--- config.mk ---
export PLATFORM = sky130hd
export DESIGN_NAME = microsequencer_flat
export DESIGN_NICKNAME = d
export VERILOG_FILES = /design/src/rtl/microseq_pkg.sv /design/src/rtl/microsequencer_if.sv /design/src/rtl/microseq_stack.sv /design/src/rtl/microsequencer.sv /design/src/flat_wrapper.sv
export SDC_FILE = /design/constraint.sdc
export NUM_CORES = 1
export LEC_CHECK = 0
export ABC_AREA = 1
export ABC_CLOCK_PERIOD_IN_PS = 2230
export CAP_MARGIN = 0
export CELL_PAD_IN_SITES_DETAIL_PLACEMENT = 2
export CELL_PAD_IN_SITES_GLOBAL_PLACEMENT = 2
export CORE_AREA = 2 2 99 101
export DETAILED_ROUTE_END_ITERATION = 8
export DIE_AREA = 0 0 101 103
export PLACE_DENSITY_LB_ADDON = 0.08
export SYNTH_ARGS = -nofsm -noshare
export SYNTH_HDL_FRONTEND = slang
export SYNTH_SLANG_ARGS = --single-unit
--- constraint.sdc ---
create_clock -name CLK -period 2.23 [get_ports CLK]
set_input_delay 0.446 -clock CLK [delete_from_list [all_inputs] [get_ports CLK]]
set_output_delay 0.446 -clock CLK [all_outputs]
set_load 0.01 [all_outputs]
--- src/rtl/microseq_pkg.sv ---
// Shared encodings for the microsequencer: next-state selects and condition indices.
package microseq_pkg;

   // Next-address select field of the microword
   localparam logic [2:0] NS_DECODE = 3'd0;
   localparam logic [2:0] NS_INC    = 3'd1;
   localparam logic [2:0] NS_JUMP   = 3'd2;
   localparam logic [2:0] NS_CJUMP  = 3'd3;
   localparam logic [2:0] NS_WAIT   = 3'd4;
   localparam logic [2:0] NS_CALL   = 3'd5;
   localparam logic [2:0] NS_RET    = 3'd6;
   localparam logic [2:0] NS_LOOP   = 3'd7;

   // Conventional positions in the condition vector
   localparam int unsigned COND_MOC = 0;
   localparam int unsigned COND_ARM = 1;

endpackage

--- src/rtl/microsequencer_if.sv ---
// Sequencing bus between the microword/decoder side (master) and the microsequencer (slave).
interface microsequencer_if #(
   parameter int unsigned ADDR_W      = 8,
   parameter int unsigned NUM_COND    = 4,
   parameter int unsigned STACK_DEPTH = 4,
   parameter int unsigned CNT_W       = 8
);
   localparam int unsigned COND_SEL_W = (NUM_COND > 1) ? $clog2(NUM_COND) : 1;
   localparam int unsigned DEPTH_W    = $clog2(STACK_DEPTH + 1);

   logic [2:0]            ns_sel;
   logic [COND_SEL_W-1:0] cond_sel;
   logic                  cond_inv;
   logic [ADDR_W-1:0]     target;
   logic [ADDR_W-1:0]     decode_addr;
   logic [NUM_COND-1:0]   cond_in;
   logic                  cnt_load;
   logic [CNT_W-1:0]      cnt_val;
   logic                  err_clr;
   logic [ADDR_W-1:0]     uaddr;
   logic [CNT_W-1:0]      loop_cnt;
   logic [DEPTH_W-1:0]    stk_depth;
   logic                  ovf;
   logic                  unf;

   modport master (
      output ns_sel, cond_sel, cond_inv, target, decode_addr, cond_in,
             cnt_load, cnt_val, err_clr,
      input  uaddr, loop_cnt, stk_depth, ovf, unf
   );

   modport slave (
      input  ns_sel, cond_sel, cond_inv, target, decode_addr, cond_in,
             cnt_load, cnt_val, err_clr,
      output uaddr, loop_cnt, stk_depth, ovf, unf
   );

endinterface

--- src/rtl/microseq_stack.sv ---
// LIFO return-address stack for microsubroutine call/return.
// Push on full and pop on empty are ignored; the caller flags those cases.
module microseq_stack #(
   parameter int unsigned ADDR_W      = 8,
   parameter int unsigned STACK_DEPTH = 4,
   localparam int unsigned DEPTH_W    = $clog2(STACK_DEPTH + 1)
) (
   input  logic               CLK,
   input  logic               reset,
   input  logic               push,
   input  logic               pop,
   input  logic [ADDR_W-1:0]  din,
   output logic [ADDR_W-1:0]  dout,
   output logic               full,
   output logic               empty,
   output logic [DEPTH_W-1:0] depth
);
   localparam int unsigned IDX_W = (STACK_DEPTH > 1) ? $clog2(STACK_DEPTH) : 1;

   logic [ADDR_W-1:0]  mem [STACK_DEPTH];
   logic [DEPTH_W-1:0] depth_q, depth_d;
   logic [IDX_W-1:0]   wr_idx, top_idx;
   logic               do_push, do_pop;

   assign full    = (depth_q == DEPTH_W'(STACK_DEPTH));
   assign empty   = (depth_q == '0);
   assign do_push = push & ~pop & ~full;
   assign do_pop  = pop & ~push & ~empty;
   assign wr_idx  = IDX_W'(depth_q);
   assign top_idx = IDX_W'(depth_q - DEPTH_W'(1));
   assign dout    = mem[top_idx];
   assign depth   = depth_q;

   // Occupancy update
   always_comb begin
      depth_d = depth_q;
      if (do_push) begin
         depth_d = depth_q + DEPTH_W'(1);
      end else if (do_pop) begin
         depth_d = depth_q - DEPTH_W'(1);
      end
   end

   // Occupancy register, cleared by reset
   always_ff @(posedge CLK or negedge reset) begin
      if (!reset) begin
         depth_q <= '0;
      end else begin
         depth_q <= depth_d;
      end
   end

   // Entry storage; contents after reset are don't-care
   always_ff @(posedge CLK) begin
      if (do_push) begin
         mem[wr_idx] <= din;
      end
   end

endmodule

--- src/rtl/microsequencer.sv ---
// Next-address engine for the microprogrammed control unit: condition mux with inversion,
// wait/hold, call/return stack, loop counter and sticky stack error flags.
// Optional macro MICROSEQ_LOOP_EN enables the loop counter and the LOOP select;
// without it LOOP behaves as INC and loop_cnt reads 0.
module microsequencer
   import microseq_pkg::*;
#(
   parameter int unsigned       ADDR_W      = 8,
   parameter int unsigned       NUM_COND    = 4,
   parameter int unsigned       STACK_DEPTH = 4,
   parameter int unsigned       CNT_W       = 8,
   parameter logic [ADDR_W-1:0] RESET_ADDR  = '0
) (
   input logic              CLK,
   input logic              reset,
   microsequencer_if.slave  bus
);
   localparam int unsigned DEPTH_W = $clog2(STACK_DEPTH + 1);

   logic [ADDR_W-1:0]  uaddr_q, uaddr_d, inc;
   logic               cond_raw, cond;
   logic               push, pop;
   logic [ADDR_W-1:0]  stk_dout;
   logic               stk_full, stk_empty;
   logic [DEPTH_W-1:0] stk_depth;
   logic               ovf_q, ovf_d, unf_q, unf_d;
   logic               ovf_set, unf_set;
`ifdef MICROSEQ_LOOP_EN
   logic [CNT_W-1:0]   cnt_q, cnt_d;
   logic               loop_dec;
`endif

   assign inc = uaddr_q + ADDR_W'(1);

   // Condition select; out-of-range indices read as 0 before inversion
   always_comb begin
      cond_raw = 1'b0;
      if (32'(bus.cond_sel) < NUM_COND) begin
         cond_raw = bus.cond_in[bus.cond_sel];
      end
      cond = cond_raw ^ bus.cond_inv;
   end

   // Next-address mux and stack/flag event decode
   always_comb begin
      uaddr_d = uaddr_q;
      push    = 1'b0;
      pop     = 1'b0;
      ovf_set = 1'b0;
      unf_set = 1'b0;
`ifdef MICROSEQ_LOOP_EN
      loop_dec = 1'b0;
`endif
      case (bus.ns_sel)
         NS_DECODE: uaddr_d = bus.decode_addr;
         NS_INC:    uaddr_d = inc;
         NS_JUMP:   uaddr_d = bus.target;
         NS_CJUMP:  uaddr_d = cond ? bus.target : inc;
         NS_WAIT:   uaddr_d = cond ? inc : uaddr_q;
         NS_CALL: begin
            // A full stack still takes the jump; the lost return address is flagged
            uaddr_d = bus.target;
            if (stk_full) begin
               ovf_set = 1'b1;
            end else begin
               push = 1'b1;
            end
         end
         NS_RET: begin
            if (stk_empty) begin
               uaddr_d = RESET_ADDR;
               unf_set = 1'b1;
            end else begin
               uaddr_d = stk_dout;
               pop     = 1'b1;
            end
         end
         NS_LOOP: begin
`ifdef MICROSEQ_LOOP_EN
            if (cnt_q != '0) begin
               uaddr_d  = bus.target;
               loop_dec = 1'b1;
            end else begin
               uaddr_d = inc;
            end
`else
            uaddr_d = inc;
`endif
         end
         default: uaddr_d = inc;
      endcase
   end

   // Sticky flags: a set event in the same cycle as err_clr wins
   always_comb begin
      ovf_d = (ovf_q & ~bus.err_clr) | ovf_set;
      unf_d = (unf_q & ~bus.err_clr) | unf_set;
   end

   // Address register and flags
   always_ff @(posedge CLK or negedge reset) begin
      if (!reset) begin
         uaddr_q <= RESET_ADDR;
         ovf_q   <= 1'b0;
         unf_q   <= 1'b0;
      end else begin
         uaddr_q <= uaddr_d;
         ovf_q   <= ovf_d;
         unf_q   <= unf_d;
      end
   end

`ifdef MICROSEQ_LOOP_EN
   // Loop counter next state: a load overrides the decrement; zero never decrements
   always_comb begin
      cnt_d = cnt_q;
      if (bus.cnt_load) begin
         cnt_d = bus.cnt_val;
      end else if (loop_dec) begin
         cnt_d = cnt_q - CNT_W'(1);
      end
   end

   // Loop counter register
   always_ff @(posedge CLK or negedge reset) begin
      if (!reset) begin
         cnt_q <= '0;
      end else begin
         cnt_q <= cnt_d;
      end
   end

   assign bus.loop_cnt = cnt_q;
`else
   logic unused_loop;
   assign unused_loop  = ^{bus.cnt_load, bus.cnt_val};
   assign bus.loop_cnt = '0;
`endif

   microseq_stack #(
      .ADDR_W      (ADDR_W),
      .STACK_DEPTH (STACK_DEPTH)
   ) u_stack (
      .CLK   (CLK),
      .reset (reset),
      .push  (push),
      .pop   (pop),
      .din   (inc),
      .dout  (stk_dout),
      .full  (stk_full),
      .empty (stk_empty),
      .depth (stk_depth)
   );

   assign bus.uaddr     = uaddr_q;
   assign bus.stk_depth = stk_depth;
   assign bus.ovf       = ovf_q;
   assign bus.unf       = unf_q;

endmodule

--- src/flat_wrapper.sv ---
// flat-port wrapper written by rule: the top's interface ports become plain ports
module microsequencer_flat import microseq_pkg::*;
#(
   parameter int unsigned       ADDR_W      = 8,
   parameter int unsigned       NUM_COND    = 4,
   parameter int unsigned       STACK_DEPTH = 4,
   parameter int unsigned       CNT_W       = 8,
   parameter logic [ADDR_W-1:0] RESET_ADDR  = '0
)
  (CLK, reset, bus_ns_sel, bus_cond_sel, bus_cond_inv, bus_target, bus_decode_addr, bus_cond_in, bus_cnt_load, bus_cnt_val, bus_err_clr, bus_uaddr, bus_loop_cnt, bus_stk_depth, bus_ovf, bus_unf);
  microsequencer_if #(.ADDR_W(ADDR_W), .NUM_COND(NUM_COND), .STACK_DEPTH(STACK_DEPTH), .CNT_W(CNT_W)) bus_i ();
  input logic CLK;
  input logic reset;
  input wire logic [$bits(bus_i.ns_sel)-1:0] bus_ns_sel;
  input wire logic [$bits(bus_i.cond_sel)-1:0] bus_cond_sel;
  input wire logic [$bits(bus_i.cond_inv)-1:0] bus_cond_inv;
  input wire logic [$bits(bus_i.target)-1:0] bus_target;
  input wire logic [$bits(bus_i.decode_addr)-1:0] bus_decode_addr;
  input wire logic [$bits(bus_i.cond_in)-1:0] bus_cond_in;
  input wire logic [$bits(bus_i.cnt_load)-1:0] bus_cnt_load;
  input wire logic [$bits(bus_i.cnt_val)-1:0] bus_cnt_val;
  input wire logic [$bits(bus_i.err_clr)-1:0] bus_err_clr;
  output wire logic [$bits(bus_i.uaddr)-1:0] bus_uaddr;
  output wire logic [$bits(bus_i.loop_cnt)-1:0] bus_loop_cnt;
  output wire logic [$bits(bus_i.stk_depth)-1:0] bus_stk_depth;
  output wire logic [$bits(bus_i.ovf)-1:0] bus_ovf;
  output wire logic [$bits(bus_i.unf)-1:0] bus_unf;
  assign bus_i.ns_sel = bus_ns_sel;
  assign bus_i.cond_sel = bus_cond_sel;
  assign bus_i.cond_inv = bus_cond_inv;
  assign bus_i.target = bus_target;
  assign bus_i.decode_addr = bus_decode_addr;
  assign bus_i.cond_in = bus_cond_in;
  assign bus_i.cnt_load = bus_cnt_load;
  assign bus_i.cnt_val = bus_cnt_val;
  assign bus_i.err_clr = bus_err_clr;
  assign bus_uaddr = bus_i.uaddr;
  assign bus_loop_cnt = bus_i.loop_cnt;
  assign bus_stk_depth = bus_i.stk_depth;
  assign bus_ovf = bus_i.ovf;
  assign bus_unf = bus_i.unf;
  microsequencer #(.ADDR_W(ADDR_W), .NUM_COND(NUM_COND), .STACK_DEPTH(STACK_DEPTH), .CNT_W(CNT_W), .RESET_ADDR(RESET_ADDR)) u_core (.CLK(CLK), .reset(reset), .bus(bus_i));
endmodule
==> results.md <==
* RD Place Congestion at 0.714
* Post-Synth Simple-Gate Area at slightly above 30%
* Post-placement cell area at between 0.003 and 0.004 mm²
* Commonest register cell after synthesis: edfxtp_1
* Via density at between 4 and 5
* Inst Count DP at roughly 490
* Clock sink count at 45
* Worst setup SP type: flop
* Row count at 36
* Pwr dens at around 950 mW/mm²
* Crit path DAT at ~1.5 ns
* DRT antenna net count at 0
* Total Routing Usage GR at roughly 16%
* Initial antenna violation count at 0
* Finished Layout Cells at about 500
* Area of the multi-input gates at roughly 0.0011 mm²
* Setup crit end kind: output port
* Die X at between 100 and 150 µm
* CTS Buffer Depth at 2
* FF-to-FF Start: u_core.u_stack.depth[1]$_DFFE_PN0P_
* Starting Density at about 28%
* Clock skew at approximately 0.0099 ns
* Register Area at 0.00129 mm²
* Mapped cell area at roughly 0.0027 mm²
* Die ar. at 0.0104 mm²
* Required @ worst endpoint at between 1.5 and 2 ns
* DR WL/cell at approximately 16 µm
* FF-to-FF path depth at 11
* Clk pin slew, worst setup/hold paths at 0.10 ns
* Syn Inst Count at 332
* Worst R2R End: u_core.bus.uaddr[0]$_DFFE_PN0P_
* Max-cap violations at 0
* Pin count of the biggest net entering global routing at 21
* Max IR drop VDD at between 300 and 400 µV
* Worst min path class: in -> async
* Compound-Gate Fraction of Synth Area at around 5.3%
* Crit Path Class: reg -> out
* Nets at approximately 430
* Final HPWL DP at ~6.3 mm
* Die Ht at approximately 100 µm
* Fillers at around 1100
* Xor/xnor share of the synthesized area at 1.64%
* Hold Slack at about 0.45 ns
* Core ar. at approximately 0.0095 mm²
* Commonest cells post-synth: 105 x nand2_1, 49 x nand3_1, 41 x inv_1
* Number of global-route vias before repair at 2437
* Fin Setup TNS at 0 ns
* # resized after CTS at 0
* Mean Syn Cell Area at approximately 8.0 µm²
* Most common cell in the netlist: nand2_1
* Status: completed
* Number of synthesized flops with an enable pin at 32
* Max-slew violations at 0
* Yosys top cell area share at 36.0%
* Layout cells sized above 1 at between 7 and 8%
* IO Count at between 50 and 60
* Minimum clock period at just under 2 ns
* Adder-cell share of the synthesized area at between 2 and 3%
* CP max FO at 20
* Total Wirelength at 7.85 mm
* Largest cells by area after synthesis: edfxtp_1 36%, nand2_1 15%, dfrtp_1 12%, nand3_1 9.2%, inv_1 5.8%
* Largest area contributor in the netlist: edfxtp_1
* Final hold violations at 0
* Unrepaired setup endpoints after global routing: false
* TritonCTS Buffers at 5
* Final setup viols at 0
* Total congestion overflow at 0
* Cell area after layout at roughly 0.0033 mm²
* IO Port Bufs at between 40 and 50
* R2R setup slack at between 0.3 and 0.4 ns
* First-pass iteration count of the detailed router at 4
* CTS tree: done
* Via count at approximately 2300
* Synth warn at 0
* Mux cell area share after synthesis at 0%
* Root Buffer: clkbuf_8
* Total Power at between 3 and 4 mW
* DR DRC count at 0
* Hold-fix buffers, CTS at 0
* H-Tree Depth at 2
* Clock Latency Late Sink at between 0.3 and 0.4 ns
* Async set-reset flop share out of synthesis at slightly below 30%
* First-pass GRT wire length at approximately 13 mm
* Fmax at ~0.51 GHz
* Leakage at around 1.5 nW
* Netlist cell types at 26
* Area Growth Syn to Fin at 24.6%
* Yosys reg bits at 45
* Main combinational cell family by area after synthesis: simple AND/OR/NAND/NOR gates
* Diodes inserted at 0
* Register area share after synthesis at 48.2%
* Initial DRC count at roughly 70
* Setup Buffers After CTS at 0
* Period utilisation layout at 88.0%
## state kept, by name (all words and copies together), names as in the netlist
register              count
u_core.bus.ovf            1
u_core.bus.uaddr          8
u_core.bus.unf            1
u_core.u_stack.depth      3
u_core.u_stack.mem       32
## cell usage in the layout (no fill, tap or decap), types with 6 or more instances in the layout
master,count
edfxtp_1,32
nor2_1,24
dfrtp_1,13
nand2_1,105
inv_1,41
buf_4,14
ha_1,6
a21oi_1,10
clkdlybuf4s50_1,41
o21ai_0,13
nand3_1,49
conb_1,8
## critical path, cell delays in order (launching register included)
cell and delay [ns]:
dfrtp_1 0.37, buf_4 0.26, clkdlybuf4s50_1 0.58
## through the flow
stage | util (%) | setup slack (ns)
finish | 35.1 | 0.267
global route | 35.1 | 0.151
CTS | 35.1 | 0.242
detailed placement | 34.2 | 0.0171
global placement | 34.2 | 0.0972
floorplan | - | 0.116
## logic make-up (layout without fill, tap and decap cells)
group,after synthesis,in the layout
AO/OA/AOI/OAI,27,27
adder cells (fa/ha/maj),6,6
flip-flops,45,45
buffers and inverters,57,106
AND/OR/NAND/NOR,191,191
XOR/XNOR,5,5
other,1,8
## where the power goes
group	internal (mW)	switching [mW]	total [mW]
clock network	0.227	0.316	0.543
logic	0.540	0.862	1.40
registers	1.09	0.125	1.21
## final cells by class
cell class,count,share of cell area [%]
timing repair buffer,55,15.5
inverter,43,4.89
clock buffer,5,2.07
clock inverter,3,0.753
multi-input combinational,237,33.8
sequential,45,38.7
tap,114,4.29
## worst max-delay path by stage
stage                                         from                                  to  cells after the start
6_report       u_core.u_stack.depth[0]$_DFFE_PN0P_                    bus_stk_depth[0]                      2
5_1_grt                              bus_ns_sel[1]     u_core.bus.uaddr[4]$_DFFE_PN0P_                     12
4_1_cts        u_core.u_stack.depth[0]$_DFFE_PN0P_                    bus_stk_depth[0]                      2
3_5_place_dp                         bus_ns_sel[2]     u_core.bus.uaddr[7]$_DFFE_PN0P_                      9
3_3_place_gp                         bus_ns_sel[2]     u_core.bus.uaddr[0]$_DFFE_PN0P_                      9
2_1_floorplan  u_core.u_stack.depth[0]$_DFFE_PN0P_  u_core.u_stack.mem[0][0]$_DFFE_PP_                      8
## routing by layer
metal  wire length, µm  track usage (%)  part of all wire (%)
met5                 0                0                     0
met4                81             3.74                   1.0
met3               140             2.24                   1.8
met2              4060             29.3                    52
met1              3560             20.5                    45
Power figures use the tool's default switching activity.
